--- src/rtl/csa_acc_ctrl.sv ---
// csa_acc_ctrl: job-based accumulator fed by a 4-operand carry-save adder.
// A job of 'len' groups is loaded one beat at a time. Each beat is reduced
// by the CSA and then added into a wide accumulator. The result is held
// until the consumer accepts it.

// Four-operand carry-save adder: two 3:2 compression levels followed by a
// single carry-propagate add. The result is exactly a+b+c+d.
module csa4 #(
    parameter int BW = 4
) (
    input  logic [BW-1:0] a_i,
    input  logic [BW-1:0] b_i,
    input  logic [BW-1:0] c_i,
    input  logic [BW-1:0] d_i,
    output logic [BW+1:0] sum_o
);
    logic [BW-1:0] s1;
    logic [BW-1:0] k1;
    logic [BW:0]   x2;
    logic [BW:0]   y2;
    logic [BW:0]   z2;
    logic [BW:0]   s2;
    logic [BW:0]   k2;

    // First level: compress a, b, c into a sum and a carry vector.
    for (genvar gi = 0; gi < BW; gi++) begin : g_lvl1
        assign s1[gi] = a_i[gi] ^ b_i[gi] ^ c_i[gi];
        assign k1[gi] = (a_i[gi] & b_i[gi]) | (a_i[gi] & c_i[gi]) | (b_i[gi] & c_i[gi]);
    end

    // Align the level-one outputs and d on a BW+1 bit grid.
    // The carries carry weight 2, so they move up one bit.
    assign x2 = {1'b0, s1};
    assign y2 = {k1, 1'b0};
    assign z2 = {1'b0, d_i};

    // Second level: fold d in with the level-one sum and carry.
    for (genvar gi = 0; gi <= BW; gi++) begin : g_lvl2
        assign s2[gi] = x2[gi] ^ y2[gi] ^ z2[gi];
        assign k2[gi] = (x2[gi] & y2[gi]) | (x2[gi] & z2[gi]) | (y2[gi] & z2[gi]);
    end

    // The final carry-propagate add. Since 4*(2^BW-1) < 2^(BW+2), nothing is lost.
    assign sum_o = {1'b0, s2} + {k2, 1'b0};
endmodule

module csa_acc_ctrl #(
    parameter int BW    = 4,
    parameter int ACC_W = 12
) (
    input  logic              clk,
    input  logic              rst,
    input  logic              start,
    input  logic [7:0]        len,
    input  logic [4*BW-1:0]   in_data,
    input  logic              in_valid,
    output logic              in_ready,
    output logic [ACC_W-1:0]  acc_out,
    output logic              out_valid,
    input  logic              out_ready,
    output logic              busy,
    output logic              overflow
);
    localparam int AW1 = ACC_W + 1;

    typedef enum logic [1:0] {
        S_IDLE = 2'd0,
        S_LOAD = 2'd1,
        S_ADD  = 2'd2,
        S_DONE = 2'd3
    } state_t;

    state_t             state_q, state_d;
    logic [7:0]         len_q, len_d;
    logic [7:0]         cnt_q, cnt_d;
    logic [4*BW-1:0]    opnd_q, opnd_d;
    logic [ACC_W-1:0]   acc_q, acc_d;
    logic               ovf_q, ovf_d;

    logic [BW-1:0]      d_op [4];
    logic [BW+1:0]      csa_sum;
    logic [ACC_W:0]     acc_wide;

    // Split the operand register into D0..D3, with D0 in the LSBs.
    for (genvar gi = 0; gi < 4; gi++) begin : g_unpack
        assign d_op[gi] = opnd_q[gi*BW +: BW];
    end

    csa4 #(.BW(BW)) u_csa (
        .a_i   (d_op[0]),
        .b_i   (d_op[1]),
        .c_i   (d_op[2]),
        .d_i   (d_op[3]),
        .sum_o (csa_sum)
    );

    // The add is one bit wider than the accumulator.
    // Its top bit is the carry out of the ACC_W-bit add.
    assign acc_wide = {1'b0, acc_q} + AW1'(csa_sum);

    // State and datapath registers. Reset wins over every other input.
    always_ff @(posedge clk) begin
        if (rst) begin
            state_q <= S_IDLE;
            len_q   <= '0;
            cnt_q   <= '0;
            opnd_q  <= '0;
            acc_q   <= '0;
            ovf_q   <= 1'b0;
        end else begin
            state_q <= state_d;
            len_q   <= len_d;
            cnt_q   <= cnt_d;
            opnd_q  <= opnd_d;
            acc_q   <= acc_d;
            ovf_q   <= ovf_d;
        end
    end

    // Next-state, datapath updates and handshake outputs.
    always_comb begin
        state_d   = state_q;
        len_d     = len_q;
        cnt_d     = cnt_q;
        opnd_d    = opnd_q;
        acc_d     = acc_q;
        ovf_d     = ovf_q;
        in_ready  = 1'b0;
        out_valid = 1'b0;
        busy      = (state_q != S_IDLE);

        case (state_q)
            S_IDLE: begin
                if (start) begin
                    len_d   = len;
                    cnt_d   = '0;
                    acc_d   = '0;
                    ovf_d   = 1'b0;
                    state_d = (len == 8'd0) ? S_DONE : S_LOAD;
                end
            end
            S_LOAD: begin
                in_ready = 1'b1;
                if (in_valid) begin
                    opnd_d  = in_data;
                    state_d = S_ADD;
                end
            end
            S_ADD: begin
                acc_d   = acc_wide[ACC_W-1:0];
                ovf_d   = ovf_q | acc_wide[ACC_W];
                cnt_d   = cnt_q + 8'd1;
                state_d = (cnt_q + 8'd1 == len_q) ? S_DONE : S_LOAD;
            end
            S_DONE: begin
                out_valid = 1'b1;
                if (out_ready) begin
                    state_d = S_IDLE;
                end
            end
            default: begin
                state_d = S_IDLE;
            end
        endcase
    end

    // acc only changes during ADD and at start. The last result therefore
    // stays visible after DONE until the next job clears it.
    assign acc_out  = acc_q;
    assign overflow = ovf_q;
endmodule
--- config.mk ---
export PLATFORM = sky130hd
export DESIGN_NAME = csa_acc_ctrl
export DESIGN_NICKNAME = d
export VERILOG_FILES = /design/src/rtl/csa_acc_ctrl.sv
export SDC_FILE = /design/constraint.sdc
export NUM_CORES = 1
export LEC_CHECK = 0
export CELL_PAD_IN_SITES_DETAIL_PLACEMENT = 1
export CELL_PAD_IN_SITES_GLOBAL_PLACEMENT = 2
export CORE_ASPECT_RATIO = 1.75
export CORE_MARGIN = 10
export CORE_UTILIZATION = 33
export CTS_BUF_LIST = sky130_fd_sc_hd__clkbuf_4 sky130_fd_sc_hd__clkbuf_8 sky130_fd_sc_hd__clkbuf_16
export CTS_CLUSTER_DIAMETER = 40
export CTS_CLUSTER_SIZE = 28
export DETAILED_ROUTE_END_ITERATION = 8
export PLACE_DENSITY_LB_ADDON = 0.1
export SLEW_MARGIN = 20
export SYNTH_ARGS = -nofsm -noshare
export SYNTH_HDL_FRONTEND = slang
export SYNTH_HIERARCHICAL = 1
export SYNTH_SLANG_ARGS = --single-unit
export TNS_END_PERCENT = 100
--- constraint.sdc ---
create_clock -name clk -period 11.15 [get_ports clk]
set_clock_uncertainty 0.2 [all_clocks]
set_input_delay 1.6725 -clock clk [delete_from_list [all_inputs] [get_ports clk]]
set_output_delay 1.6725 -clock clk [all_outputs]
set_load 0.1 [all_outputs]
==> metrics.txt <==
VDD IR-drop max=about 0.000067 V; Post-Syn Area=between 0.002 and 0.003 sq mm; Hold Crit Depth=2; post-synthesis xor/xnor area fraction=4.817%; CTS tree=yes; final setup margin=between 7000 and 8000 ps; area grow syn2layout=25.46%; Port Buffer Count=44; # hold bufs at CTS=0; Die H=140.3 microns; First-pass DRT Iterations=4; syn_nets=393; clock sinks=47; commonest cells after routing, fill and taps aside=nand2_1 (64), dfxtp_1 (47), clkdlybuf4s50_1 (44); largest net degree at the start of global routing=50; final WL=just under 8 mm; FF-to-FF End=acc_out[8]$_SDFFE_PP0P_; Final #Nets=about 430; Num CTS Buffers=5; CP Data Required Time=9280 ps; clock-pin transition on the worst setup and hold timing paths=approximately 60 ps; crit end category=primary output; Syn Inst Count=approximately 340; Pleak=~1.4 nW; first-pass GRT wire length=13.10 mm; multiplexer share of the synthesized area=less than 1%; R2R cell count=14; vias in the first global route=around 2700; Power, Total=between 0.4 and 0.5 mW; initial antenna violation count=0; Hold Crit Class=flop to flop; final hold vios=0; endpoints failing setup=0; Setup Fix Bufs, Post-CTS=0; Post-Route Setup TNS=0 ps; Power Dens Cells=between 100 and 150 mW/mm^2; Layout fillers=roughly 970; post-place setup slack=7232 ps; DR vias/cell=~5.3; Detail Placement HPWL=around 6 mm; Max Cap Violations=0; WS Path Type=flop to primary output; post-detailed-route wirelength per cell=between 15 and 20 microns; Vias=about 2500; synthesis-stage register bit count=47; Syn. warnings=6; CTS Root Cell=clkbuf_16; Slew @ Worst Pin=between 900 and 1000 ps; Routed Antenna Nets=0; Post-synth EDFFs=0; post-synthesis sequential area ratio=34.50%; compound-cell area share of the yosys netlist=about 19%; post-CTS sizing=0; # DRC=0; Period minus WS final=around 4100 ps; die area=0.01245 sq mm; Die Wd=about 89 microns; GPL Wtd Cong=around 0.75; synth unique cells=46; Worst setup SP type=flop; ys flop type=dfxtp_1; Clock Latency Late Sink=300 ps; Avg Cell Area, Syn=between 7 and 8 sq um; Max transition margin=a little over a third; layout cell share with drive strength beyond 1=under 10%; WP data arrival=around 2200 ps; DR iter-0 viols=53; gr ovfl total=0; asr flop ratio synth=0%; fmax=~0.24 GHz; r2r setup slk=between 7000 and 8000 ps; max-slew violation count=0; Fin Hold WS=255.4 ps; n_diodes=0; H-tree levels=2; hold path endpoint=opnd_q[5]$_SDFFE_PP0P_; Initial Util=34.03%; core area=between 0.008 and 0.009 sq mm; R2R Path Start=opnd_q[1]$_SDFFE_PP0P_; num rows=43; commonest non-fill, non-tap cell in the layout=nand2_1; GRT Util Overall=13.50%; Synth Area in Simple Gates=22.11%; Max FO, Critical Path=8; Clock Path Buffers=2; Adder-Cell Fraction of Synth Area=around 12%; unrepaired setup endpoints after global routing=no; part of the cycle the worst path needs=36.74%; num ports=between 40 and 50; largest family of logic cells by synthesized area=simple AND/OR/NAND/NOR gates; HP Start=opnd_q[5]$_SDFFE_PP0P_; outcome=finished, final reports clean
-- layer usage --
layer	vias to the layer above	wire length [microns]	global-route usage (%)
li1	1237	-	-
met1	1215	2728	12.49
met2	30	4711	26.93
met3	11	204	2.323
met4	0	164	5.304
met5	-	0	0
-- synthesized netlist by cell type, drive strengths merged, types with 2 or more instances --
| master | number | area, sq um |
|---|---|---|
| nand2 | 64 | 240.2 |
| dfxtp | 47 | 940.9 |
| a21oi | 43 | 219.0 |
| nor2 | 26 | 97.59 |
| inv | 25 | 93.84 |
| clkbuf | 12 | 45.04 |
| ha | 12 | 150.1 |
| o21ai | 12 | 60.06 |
| fa | 9 | 180.2 |
| xnor2 | 9 | 78.83 |
| a21o | 8 | 60.06 |
| a22oi | 6 | 45.04 |
| nor3 | 6 | 35.03 |
| xor2 | 6 | 52.55 |
| and3 | 5 | 31.28 |
| buf | 5 | 25.02 |
| nand3 | 5 | 25.02 |
| and2 | 3 | 18.77 |
| and4 | 3 | 26.28 |
| nand2b | 3 | 18.77 |
| nor2b | 3 | 18.77 |
| a211oi | 2 | 15.01 |
| a31oi | 2 | 12.51 |
| mux2 | 2 | 26.27 |
| nand3b | 2 | 15.01 |
| nand4 | 2 | 12.51 |
| nand4b | 2 | 17.52 |
| nor3b | 2 | 15.01 |
| nor4 | 2 | 12.51 |
| o2111ai | 2 | 17.52 |
| o311ai | 2 | 17.52 |
| or3 | 2 | 12.51 |
-- final cells by class --
type / instances / area (sq um) / area share, %
clock inverter: 2 / 60.06 / 1.755
inverter: 25 / 93.84 / 2.742
clock buffer: 6 / 132.6 / 3.876
multi-input combinational: 254 / 1627 / 47.53
sequential: 47 / 940.9 / 27.50
tap: 90 / 112.6 / 3.291
timing repair buffer: 46 / 455.4 / 13.31
-- report_power, final --
group,switching (mW),internal [mW],leakage (nW)
Clock,0.0677,0.131,0.0945
Combinational,0.0489,0.0303,0.914
Sequential,0.00600,0.174,0.381
Total,0.123,0.336,1.39
-- how the worst max path moves through the flow --
stage | start | endpoint | slack [ps] | depth (start not counted)
6_report | state_q[1]$_SDFFE_PP0P_ | out_valid | 7050 | 3
5_1_grt | state_q[0]$_SDFFE_PP0P_ | in_ready | 6960 | 3
4_1_cts | state_q[1]$_SDFFE_PP0P_ | out_valid | 7040 | 3
3_5_place_dp | opnd_q[1]$_SDFFE_PP0P_ | acc_out[8]$_SDFFE_PP0P_ | 7230 | 14
3_3_place_gp | opnd_q[1]$_SDFFE_PP0P_ | acc_out[7]$_SDFFE_PP0P_ | 7270 | 13
2_1_floorplan | state_q[1]$_SDFFE_PP0P_ | out_valid | 7400 | 3
-- metrics by stage --
stage	area, sq um	util, %	instances
global route	3422	42.69	470
detailed placement	3229	40.28	462
CTS	3422	42.69	470
floorplan	2728	-	343
global placement	3229	40.28	462
finish	3422	42.69	470
-- sequential cells by signal, summed over array words and instances (netlist names) --
name,count
state_q,2
acc_out,12
len_q,8
overflow,1
cnt_q,8
opnd_q,16
-- critical path: stages, from the launching register on --
cell	delay, ps
dfxtp_1	510
inv_2	80
nor2_1	170
clkdlybuf4s50_1	1160
-- logic make-up (layout without fill, tap and decap cells) --
| family | count (synthesis) | count (layout) |
|---|---|---|
| adders and majority gates | 21 | 21 |
| muxes | 2 | 2 |
| buffers and inverters | 42 | 79 |
| AOI/OAI and AO/OA | 85 | 85 |
| and+or+nand+nor | 131 | 131 |
| DFF | 47 | 47 |
| xor gates and xnor gates | 15 | 15 |
Power figures use the tool's default switching activity.
